File: config.mk
export PLATFORM = sky130hd
export DESIGN_NAME = synchronization
export DESIGN_NICKNAME = d
export VERILOG_FILES = /design/src/rtl/pcs_pkg.sv /design/src/rtl/cg_check.sv /design/src/rtl/synchronization.sv
export SDC_FILE = /design/constraint.sdc
export NUM_CORES = 1
export LEC_CHECK = 0
export CAP_MARGIN = 10
export CORE_ASPECT_RATIO = 0.7
export CORE_MARGIN = 2
export CORE_UTILIZATION = 51
export DETAILED_ROUTE_END_ITERATION = 8
export PLACE_DENSITY = 0.74
export SLEW_MARGIN = 20
export SYNTH_ARGS = -nofsm -noshare
export SYNTH_HDL_FRONTEND = slang
export SYNTH_SLANG_ARGS = --single-unit
File: constraint.sdc
create_clock -name rx_clk -period 2.6 [get_ports rx_clk]
set_input_delay 0.26 -clock rx_clk [delete_from_list [all_inputs] [get_ports rx_clk]]
set_output_delay 0.26 -clock rx_clk [all_outputs]
set_load 0.01 [all_outputs]
File: src/rtl/pcs_pkg.sv
// Shared 1000BASE-X PCS definitions: sync FSM states, comma/idle constants and
// the 5b/6b and 3b/4b running-disparity validity tables.
package pcs_pkg;

  typedef enum logic [3:0] {
    LOSS_OF_SYNC, COMMA_DETECT_1, COMMA_DETECT_2, COMMA_DETECT_3,
    ACQUIRE_SYNC_1, ACQUIRE_SYNC_2,
    SYNC_ACQUIRED_1, SYNC_ACQUIRED_2, SYNC_ACQUIRED_2A, SYNC_ACQUIRED_3,
    SYNC_ACQUIRED_3A, SYNC_ACQUIRED_4, SYNC_ACQUIRED_4A
  } sync_state_e;

  localparam logic [6:0] COMMA_POS = 7'b0011111;
  localparam logic [6:0] COMMA_NEG = 7'b1100000;
  localparam logic [9:0] K28_5_RDN = 10'b0011111010;
  localparam logic [9:0] K28_5_RDP = 10'b1100000101;
  localparam logic [9:0] D16_2_RDN = 10'b0110110101;
  localparam logic [9:0] D16_2_RDP = 10'b1001000101;

  // {legal in rd- column, legal in rd+ column} for abcdei
  function automatic logic [1:0] cols6(input logic [5:0] s);
    case (s)
      6'b110001, 6'b101001, 6'b011001, 6'b100101, 6'b010101, 6'b110100,
      6'b001101, 6'b101100, 6'b011100, 6'b100011, 6'b010011, 6'b110010,
      6'b001011, 6'b101010, 6'b011010, 6'b100110, 6'b010110, 6'b001110:
        return 2'b11;
      6'b100111, 6'b011101, 6'b101101, 6'b110101, 6'b111000, 6'b111001,
      6'b010111, 6'b011011, 6'b111010, 6'b110011, 6'b110110, 6'b101110,
      6'b011110, 6'b101011, 6'b001111:
        return 2'b10;
      6'b011000, 6'b100010, 6'b010010, 6'b001010, 6'b000111, 6'b000110,
      6'b101000, 6'b100100, 6'b000101, 6'b001100, 6'b001001, 6'b010001,
      6'b100001, 6'b010100, 6'b110000:
        return 2'b01;
      default: return 2'b00;
    endcase
  endfunction

  // {legal in rd- column, legal in rd+ column} for fghj
  function automatic logic [1:0] cols4(input logic [3:0] s);
    case (s)
      4'b1001, 4'b0101, 4'b1010, 4'b0110:          return 2'b11;
      4'b1011, 4'b1100, 4'b1101, 4'b1110, 4'b0111: return 2'b10;
      4'b0100, 4'b0011, 4'b0010, 4'b0001, 4'b1000: return 2'b01;
      default:                                     return 2'b00;
    endcase
  endfunction

  // rd encoding: 1 = positive
  function automatic logic rd6(input logic rd, input logic [5:0] s);
    if ($countones(s) > 3 || s == 6'b000111) return 1'b1;
    if ($countones(s) < 3 || s == 6'b111000) return 1'b0;
    return rd;
  endfunction

  function automatic logic rd4(input logic rd, input logic [3:0] s);
    if ($countones(s) > 2 || s == 4'b0011) return 1'b1;
    if ($countones(s) < 2 || s == 4'b1100) return 1'b0;
    return rd;
  endfunction

  function automatic logic cg_valid(input logic rd, input logic [9:0] cg);
    logic       mid, ok6, ok4, run_ei, k28, k_alt, a7, p7;
    logic [1:0] c6, c4;
    c6     = cols6(cg[9:4]);
    mid    = rd6(rd, cg[9:4]);
    c4     = cols4(cg[3:0]);
    ok6    = rd  ? c6[0] : c6[1];
    ok4    = mid ? c4[0] : c4[1];
    // A7 replaces P7 only where P7 would create a run of five
    run_ei = mid ? (cg[5:4] == 2'b00) : (cg[5:4] == 2'b11);
    k28    = cg[9:4] inside {6'b001111, 6'b110000};
    k_alt  = k28 || (cg[9:4] inside {6'b111010, 6'b110110, 6'b101110, 6'b011110,
                                     6'b000101, 6'b001001, 6'b010001, 6'b100001});
    a7     = mid ? (cg[3:0] == 4'b1000) : (cg[3:0] == 4'b0111);
    p7     = mid ? (cg[3:0] == 4'b0001) : (cg[3:0] == 4'b1110);
    return ok6 && ok4 && !(a7 && !(run_ei || k_alt)) && !(p7 && (run_ei || k28));
  endfunction

  function automatic logic is_sa(input sync_state_e s);
    return s inside {SYNC_ACQUIRED_1, SYNC_ACQUIRED_2, SYNC_ACQUIRED_2A,
                     SYNC_ACQUIRED_3, SYNC_ACQUIRED_3A, SYNC_ACQUIRED_4,
                     SYNC_ACQUIRED_4A};
  endfunction

endpackage

File: src/rtl/cg_check.sv
// Code-group classifier: comma / validity against the running disparity,
// plus the running-disparity register itself.
module cg_check
  import pcs_pkg::*;
(
  input  logic       rx_clk,
  input  logic       mr_main_reset,
  input  logic [9:0] code_group,
  input  logic       any_rd,
  output logic       comma,
  output logic       valid
);

  logic rd, ok_cur, ok_alt, rd_eff;

  assign comma  = (code_group[9:3] == COMMA_POS) || (code_group[9:3] == COMMA_NEG);
  assign ok_cur = cg_valid(rd, code_group);
  assign ok_alt = cg_valid(!rd, code_group);
  // Without sync the column is unknown: adopt whichever one the group fits
  assign rd_eff = (any_rd && !ok_cur && ok_alt) ? !rd : rd;
  assign valid  = ok_cur || (any_rd && ok_alt);

  always_ff @(posedge rx_clk or negedge mr_main_reset) begin
    if (!mr_main_reset) rd <= 1'b0;
    else                rd <= rd4(rd6(rd_eff, code_group[9:4]), code_group[3:0]);
  end

endmodule

File: src/rtl/synchronization.sv
// 1000BASE-X receive synchronization FSM: finds comma alignment, tracks
// rx_even and reports sync_status, with registered sudi/sync_status outputs.
module synchronization
  import pcs_pkg::*;
(
  input  logic        rx_clk,
  input  logic        mr_main_reset,
  input  logic [9:0]  code_group,
  input  logic        signal_detect,
  output logic [10:0] sudi,
  output logic        sync_status
);

  sync_state_e state, nxt;
  logic        rx_even, rx_even_nxt;
  logic [1:0]  good_cgs;
  logic        comma, valid, cgbad, is_d, gcs_full;

  cg_check u_chk (
    .rx_clk        (rx_clk),
    .mr_main_reset (mr_main_reset),
    .code_group    (code_group),
    .any_rd        (state == LOSS_OF_SYNC),
    .comma         (comma),
    .valid         (valid)
  );

  assign cgbad    = !valid || (comma && rx_even);
  assign is_d     = valid && !comma;
  assign gcs_full = (good_cgs == 2'd3);

  always_comb begin
    nxt = state;
    case (state)
      LOSS_OF_SYNC:     nxt = comma ? COMMA_DETECT_1 : LOSS_OF_SYNC;
      COMMA_DETECT_1:   nxt = is_d ? ACQUIRE_SYNC_1  : LOSS_OF_SYNC;
      COMMA_DETECT_2:   nxt = is_d ? ACQUIRE_SYNC_2  : LOSS_OF_SYNC;
      COMMA_DETECT_3:   nxt = is_d ? SYNC_ACQUIRED_1 : LOSS_OF_SYNC;
      ACQUIRE_SYNC_1:   nxt = cgbad ? LOSS_OF_SYNC :
                              (comma && !rx_even) ? COMMA_DETECT_2 : ACQUIRE_SYNC_1;
      ACQUIRE_SYNC_2:   nxt = cgbad ? LOSS_OF_SYNC :
                              (comma && !rx_even) ? COMMA_DETECT_3 : ACQUIRE_SYNC_2;
      SYNC_ACQUIRED_1:  nxt = cgbad ? SYNC_ACQUIRED_2 : SYNC_ACQUIRED_1;
      SYNC_ACQUIRED_2:  nxt = cgbad ? SYNC_ACQUIRED_3 : SYNC_ACQUIRED_2A;
      SYNC_ACQUIRED_3:  nxt = cgbad ? SYNC_ACQUIRED_4 : SYNC_ACQUIRED_3A;
      SYNC_ACQUIRED_4:  nxt = cgbad ? LOSS_OF_SYNC    : SYNC_ACQUIRED_4A;
      SYNC_ACQUIRED_2A: nxt = cgbad ? SYNC_ACQUIRED_3 :
                              gcs_full ? SYNC_ACQUIRED_1 : SYNC_ACQUIRED_2A;
      SYNC_ACQUIRED_3A: nxt = cgbad ? SYNC_ACQUIRED_4 :
                              gcs_full ? SYNC_ACQUIRED_2 : SYNC_ACQUIRED_3A;
      SYNC_ACQUIRED_4A: nxt = cgbad ? LOSS_OF_SYNC :
                              gcs_full ? SYNC_ACQUIRED_3 : SYNC_ACQUIRED_4A;
      default:          nxt = LOSS_OF_SYNC;
    endcase
    if (!signal_detect) nxt = LOSS_OF_SYNC;
    // Entry actions are keyed on the state being entered (self-loops included)
    rx_even_nxt = (nxt inside {COMMA_DETECT_1, COMMA_DETECT_2, COMMA_DETECT_3})
                  ? 1'b1 : !rx_even;
  end

  always_ff @(posedge rx_clk or negedge mr_main_reset) begin
    if (!mr_main_reset) begin
      state       <= LOSS_OF_SYNC;
      rx_even     <= 1'b0;
      good_cgs    <= 2'd0;
      sudi        <= '0;
      sync_status <= 1'b0;
    end else begin
      state       <= nxt;
      rx_even     <= rx_even_nxt;
      sudi        <= {rx_even_nxt, code_group};
      sync_status <= is_sa(nxt);
      case (nxt)
        SYNC_ACQUIRED_2, SYNC_ACQUIRED_3, SYNC_ACQUIRED_4:
          good_cgs <= 2'd0;
        SYNC_ACQUIRED_2A, SYNC_ACQUIRED_3A, SYNC_ACQUIRED_4A:
          good_cgs <= gcs_full ? good_cgs : good_cgs + 2'd1;
        default: ;
      endcase
    end
  end

endmodule
* After elaboration in Yosys (flattened, before gate mapping)
Memories as Yosys holds them, arrays and structs flattened. Cells that the tools add are included.
Storage, ports and cells: register bits after elaboration 20, input port bits 13, logic and storage cells 170, latch bits 0, memories 4, memory bits (writable) 0, ROM bits 320
Cells by class: equal/unequal tests 45, multiplexer cells 52, order comparisons 4, reduce and logical (&&, ||, !) cells 50, divide/modulo/power cells 0, bitwise gates (word level) 0, $mul 0, shifts and indexed selects 0, add/sub/neg operators 9
Memory list:
- (no name shown) | words 64, bits a word 2, rd ports 1, clocked after memory_dff 0, write ports 0, RTL line pcs_pkg.sv:21 | case (s)
- (no name shown) | words 64, bits a word 2, rd ports 1, clocked after memory_dff 0, write ports 0, RTL line pcs_pkg.sv:21
- (no name shown) | words 16, bits a word 2, rd ports 1, clocked after memory_dff 0, write ports 0, RTL line pcs_pkg.sv:40 | case (s)
- (no name shown) | words 16, bits a word 2, rd ports 1, clocked after memory_dff 0, write ports 0, RTL line pcs_pkg.sv:40
Operator list (number):
- adder 32 bit | 3
- > comparator 32 x 3 -> 1 bit, second input constant | 2
- < comparator 32 x 3 -> 1 bit, second input constant | 2
- == test 4 bit, second input constant | 13
- case mux 4 bit (13 select lines) | 1
- == test 6 bit, second input constant | 6
- two-way mux 1 bit | 34
- == test 4 x 3 -> 1 bit, second input constant | 7
- two-way mux 4 bit | 7
- two-way mux 3 bit | 8
- == test 4 x 2 -> 1 bit, second input constant | 5
- logical AND 1 bit | 16
- == test 4 x 1 -> 1 bit, second input constant | 3
- == test 6 x 3 -> 1 bit, second input constant | 2
- == test 6 x 4 -> 1 bit, second input constant | 2
- == test 6 x 5 -> 1 bit, second input constant | 2
- logical OR 1 bit | 12
- logical NOT 1 bit | 11
- adder 1 x 1 -> 2 bit | 5
- nonzero test 8 bit | 1
- == test 7 x 5 -> 1 bit, second input constant | 1
- == test 7 bit, second input constant | 1
- nonzero test 7 bit | 1
- OR reduction 3 bit | 2
- other kinds (11) | 13

* Longest topological paths before layout
word-level depth 27, gate-level depth with buffers 18, gate-level depth less buffers 17

* Cells and area by module
From an unflattened synthesis, not the netlist that was laid out.
Unflattened totals: cell total of the unflattened synthesis 203, area, all modules 1875.5 µm²
By module, submodules not included:
- synchronization | cells each 84, times used 1, sequential area each 450.4 µm², area an instance 963.4 µm²
- cg_check | cells each 119, times used 1, sequential area each 25.0 µm², area an instance 912.1 µm²

* Least setup slack after synthesis
Ideal clock, no wire load.
path kind input to register, start input code_group[4], end register good_cgs[0], data arrival time 3339 ps, path buffers 1, slack -864 ps, data required time 2475 ps, stages 17, path through ha_1 > buf_4 > inv_1 > fa_1 > inv_1 > ha_1 > inv_1 > ha_1 > inv_1 > a31oi_1 > a21boi_0 > mux2i_1 > a22oi_2 > or4_4 > o211a_2 > o221ai_1 > nand2_1
Between the ends: word-level cells in the longest chain between the ends 27
RTL lines:
- start, declared | RTL line synchronization.sv:8 | input logic [9:0] code_group,
- adder 1 x 1 -> 2 bit (implied by the code) | RTL line pcs_pkg.sv:50, pcs_pkg.sv:51
- adder 32 bit (implied by the code) (2 in series) | RTL line pcs_pkg.sv:50, pcs_pkg.sv:51
- < comparator 32 x 3 -> 1 bit | RTL line pcs_pkg.sv:51 | if ($countones(s) < 3 || s == 6'b111000) return 1'b0;
- logical OR 1 bit | RTL line pcs_pkg.sv:51
- two-way mux 1 bit (2 in series) | RTL line pcs_pkg.sv:51
- two-way mux 1 bit | RTL line pcs_pkg.sv:52 | return rd;
- two-way mux 1 bit | RTL line pcs_pkg.sv:51
- two-way mux 1 bit | RTL line pcs_pkg.sv:70 | run_ei = mid ? (cg[5:4] == 2'b00) : (cg[5:4] == 2'b11);
- [9 not listed]
- logical OR 1 bit | RTL line synchronization.sv:28 | assign cgbad = !valid || (comma && rx_even);
- two-way mux 4 bit, or another cell as far along | RTL line synchronization.sv:51 | SYNC_ACQUIRED_4A: nxt = cgbad ? LOSS_OF_SYNC :
- case mux 4 bit (13 select lines) * | RTL line synchronization.sv:34 | case (state)
- two-way mux 4 bit * | RTL line synchronization.sv:55 | if (!signal_detect) nxt = LOSS_OF_SYNC;
- == test 4 bit or == test 4 x 3 -> 1 bit (tied branches) | RTL line synchronization.sv:73 | case (nxt)
- OR reduction 3 bit | RTL line synchronization.sv:73
- != test 2 bit (no source line) or nonzero test 2 bit (tied branches)
- AND reduction 2 bit (no source line)
- end signal, assigned | RTL line synchronization.sv:77 | good_cgs <= gcs_full ? good_cgs : good_cgs + 2'd1;
- end, declared | RTL line synchronization.sv:16 | logic [1:0] good_cgs;
Every way passes the cells marked *; elsewhere a longest branch is shown, timed or not. The select of a mux whose other input is x is not followed. A chain may end at the register's enable or synchronous reset.

* Final worst setup path
start input code_group[5], end register good_cgs[0]
The elaborated chain is that of the path after synthesis.

==> results.toml <==
[timing]
slew_violations = 0
clock_skew_ns = 0.00647
rsz0062_at_grt = "true"
min_period_ns = 3.25
slew_headroom_pct = 39.2
fmax_mhz = 308
fin_crit_sh_pct = 125
setup_violations = 9
tightest_slew_ns = 0.909
worst_slack_ns = -0.646
hold_violations = 0
fin_setup_tns_ns = -3.97
whs_ns = 0.0994

[drt]
drt_first_pass_iters = 4
via_per_inst = 6.24
drtAntennaViolNets = 0
drcViolationCount = 0
vias = 2201
wl_per_cell_um = 18.0
wirelength_um = 6370
drt_iter0_drc = 222

[grt]
grtUsageTotal_pct = 28.2
grt_pass1_wl_um = 10000
first_global_vias = 2137
grt_overflow_total = 0
antenna_found_initial = 0
grt_max_degree = 20

[synthesis]
synth_nets = 271
netlist_top_cells_area = "dfrtp_1 (24%), ha_1 (16%), inv_1 (3.9%)"
syn_avg_cell_area_um2 = 8.77
ys_types = 63
synthFlopType = "dfrtp_1"
ys_ff_latch = 19
ys_async_sr_fraction_pct = 100
synth_top_area_share_pct = 23.6
synth_largest_area_cell = "dfrtp_1"
synth-warning-count = 0
synth_edf_count = 0
syn_inst = 230
syn_area_um2 = 2020
seq_area_frac_synth_pct = 23.6

[final_layout]
nets = 343
fin_cells = 353
final_util_pct = 78.0
stdcell_area_um2 = 3010
drive_gt1_share_pct = 39.9
fillers = 262
antenna_cells = 0
area_growth_pct = 49.0

[clock_tree]
clockRootBuffer = "clkbuf_8"
htreeDepth = 1
clockBufferDepth = 2
cts_tree = "done"
clk_latency_ns = 0.27
clkSlewWorstSetupHoldPaths_ns = 0.08
cts_hold_buf = 0
cts_sinks = 19
cts_made_buffers = 3

[floorplan]
initial_core_util_pct = 52.4
num_rows = 19
core_area_um2 = 3850
die_h_um = 56.6
die_x_um = 79.2
dieArea_um2 = 4480
ioPinCount = 25

[setup_path]
crit_type = "primary input to flop"
required_ns = 2.74
reg2reg_slack_ns = -0.03
path_depth = 17
cp.buffers_inverters = 5
cp-end-kind = "flop"
crit_family = "compound AO/OA/AOI/OAI gates"
crit_chain = "buf_8 -> buf_6 -> ha_4 -> inv_4 -> fa_1 -> inv_2 -> ha_4 -> inv_4 -> ha_4 -> a211o_1 -> a21bo_2 -> o22ai_4 -> a22oi_2 -> or4_4 -> o211a_4 -> o221ai_2 -> nand2_1"
critPathCapture = "good_cgs[0]"
cp_max_fo = 4
ff2ff_path_depth = 8
crit_top_cell = "ha_4"
cpPeakStageDelay_ns = 0.45
crit_start = "code_group[5]"
cp.arrival_ns = 3.39
slowest_stage = "or4_4"
reg2reg_to = "good_cgs[0]"
critPathLaunchType = "primary input"
r2r_start = "u_chk.rd"

[pwr]
p_int_mw = 0.726
seqPwrFrac_pct = 28.4
p_comb_share_pct = 52.5
switching_power_mw = 0.431
p_leak_nw = 1.32
p_clk_share_pct = 19.1
power.share.switching_pct = 37.3
finalPower_mw = 1.16
vdd_drop_max_v = 0.000302
power_density_nw_per_um2 = 385

[placed_design]
pre_cts_slack_ns = -1.36
postPlaceCellArea_um2 = 2820
dp.cells = 346
io_buffers = 24
dpl.hpwl_um = 4460
gp_congestion = 0.898

[status]
outcome = "finished, violations left"
violations = "negative setup slack"

[flow_run]
drv_cap = 0

[hold_path]
hp-class = "primary input to flop"
min_path_cells = 1
-- final cells by class --
type / instances / area, um^2 / share of cell area, %
multi-input combinational: 177 / 1650 / 54.7
clock inverter: 1 / 5.00 / 0.167
tap: 52 / 65.1 / 2.16
sequential: 19 / 475 / 15.8
inverter: 21 / 93.8 / 3.12
clock buffer: 3 / 41.3 / 1.37
timing repair buffer: 80 / 679 / 22.6
-- power groups by stage --
stage          sequential (mW)  clock (mW)  combinational, mW
6_report                 0.328       0.222              0.608
4_1_cts                  0.327       0.220              0.555
5_1_grt                  0.330       0.227              0.640
3_5_place_dp             0.333           0              0.507
3_3_place_gp             0.333           0              0.488
2_1_floorplan            0.327           0              0.332
-- how the worst min path moves through the flow --
stage / from / endpoint / slack, ns
4_1_cts: code_group[5] / sudi[5] / 0.11
2_1_floorplan: mr_main_reset / good_cgs[0] / -0.04
3_5_place_dp: good_cgs[1] / good_cgs[1] / 0.55
3_3_place_gp: good_cgs[1] / good_cgs[1] / 0.55
6_report: code_group[4] / sudi[4] / 0.1
5_1_grt: code_group[4] / sudi[4] / 0.10
-- flip-flops by register name, indices dropped and copies added, names as in the netlist --
| name | cells |
|---|---|
| good_cgs | 2 |
| rx_even | 1 |
| state | 4 |
| sudi | 10 |
| sync_status | 1 |
| u_chk.rd | 1 |
-- worst register-to-register path, cell delays in order (launching register included) --
cell      delay [ns]
dfrtp_1         0.48
or4_1           0.54
o22a_1          0.25
a21oi_2         0.21
a22oi_2         0.10
or4_4           0.46
o211a_4         0.19
o221ai_2        0.18
nand2_1         0.11
-- cell usage in the layout (no fill, tap or decap), types with 4 or more instances in the layout --
master / netlist / routed
ha_1: 25 / 16
a22oi_1: 5 / 5
nor2_1: 12 / 9
ha_4: 0 / 8
o211ai_1: 4 / 4
nand4_1: 4 / 4
inv_4: 0 / 6
inv_2: 0 / 7
o21ai_0: 4 / 4
o22ai_1: 7 / 7
nand2_1: 15 / 15
clkdlybuf4s50_1: 0 / 18
buf_6: 1 / 5
buf_4: 4 / 54
nand3_1: 9 / 9
inv_1: 21 / 8
nand2b_1: 7 / 6
nor2b_1: 5 / 5
nor4_1: 4 / 4
dfrtp_1: 19 / 19
-- what timing repair did --
item	CTS	global route
endpoints found under the hold margin	0	0
pin swaps	12	15
setup endpoints to repair	9	9
gates resized for setup	40	17
buffers inserted	3	0
-- cells in the mapped netlist (all sizes together) (3+ instances only) --
cell type / number
ha: 25
inv: 21
dfrtp: 19
nand2: 15
nor2: 13
nand3: 10
o22ai: 8
clkbuf: 7
nand2b: 7
o21ai: 7
a22oi: 6
buf: 6
nor2b: 5
a21oi: 4
a31oi: 4
nand4: 4
nor4: 4
o211ai: 4
o221ai: 4
or4: 4
a2bb2oi: 3
fa: 3
mux2: 3
o22a: 3
o31ai: 3
or3: 3
-- kinds of logic (layout without fill, tap and decap cells) --
| family | Yosys count | after routing | share of synthesized area (%) |
|---|---|---|---|
| and+or+nand+nor | 79 | 79 | 21.8 |
| buffers and inverters | 34 | 105 | 7.51 |
| DFF | 19 | 19 | 23.6 |
| AOI/OAI and AO/OA | 64 | 64 | 25.6 |
| muxes | 5 | 5 | 2.67 |
| xor gates and xnor gates | 1 | 1 | 0.434 |
| adders and majority gates | 28 | 28 | 18.5 |
-- layer usage --
layer	vias up	global-route usage [%]	share of wire [%]
met5	-	0	0
met2	85	47.1	47
met1	1091	40.0	46
met3	16	3.05	5.3
li1	1009	-	-
met4	0	5.67	1.6
Power figures use the tool's default switching activity.
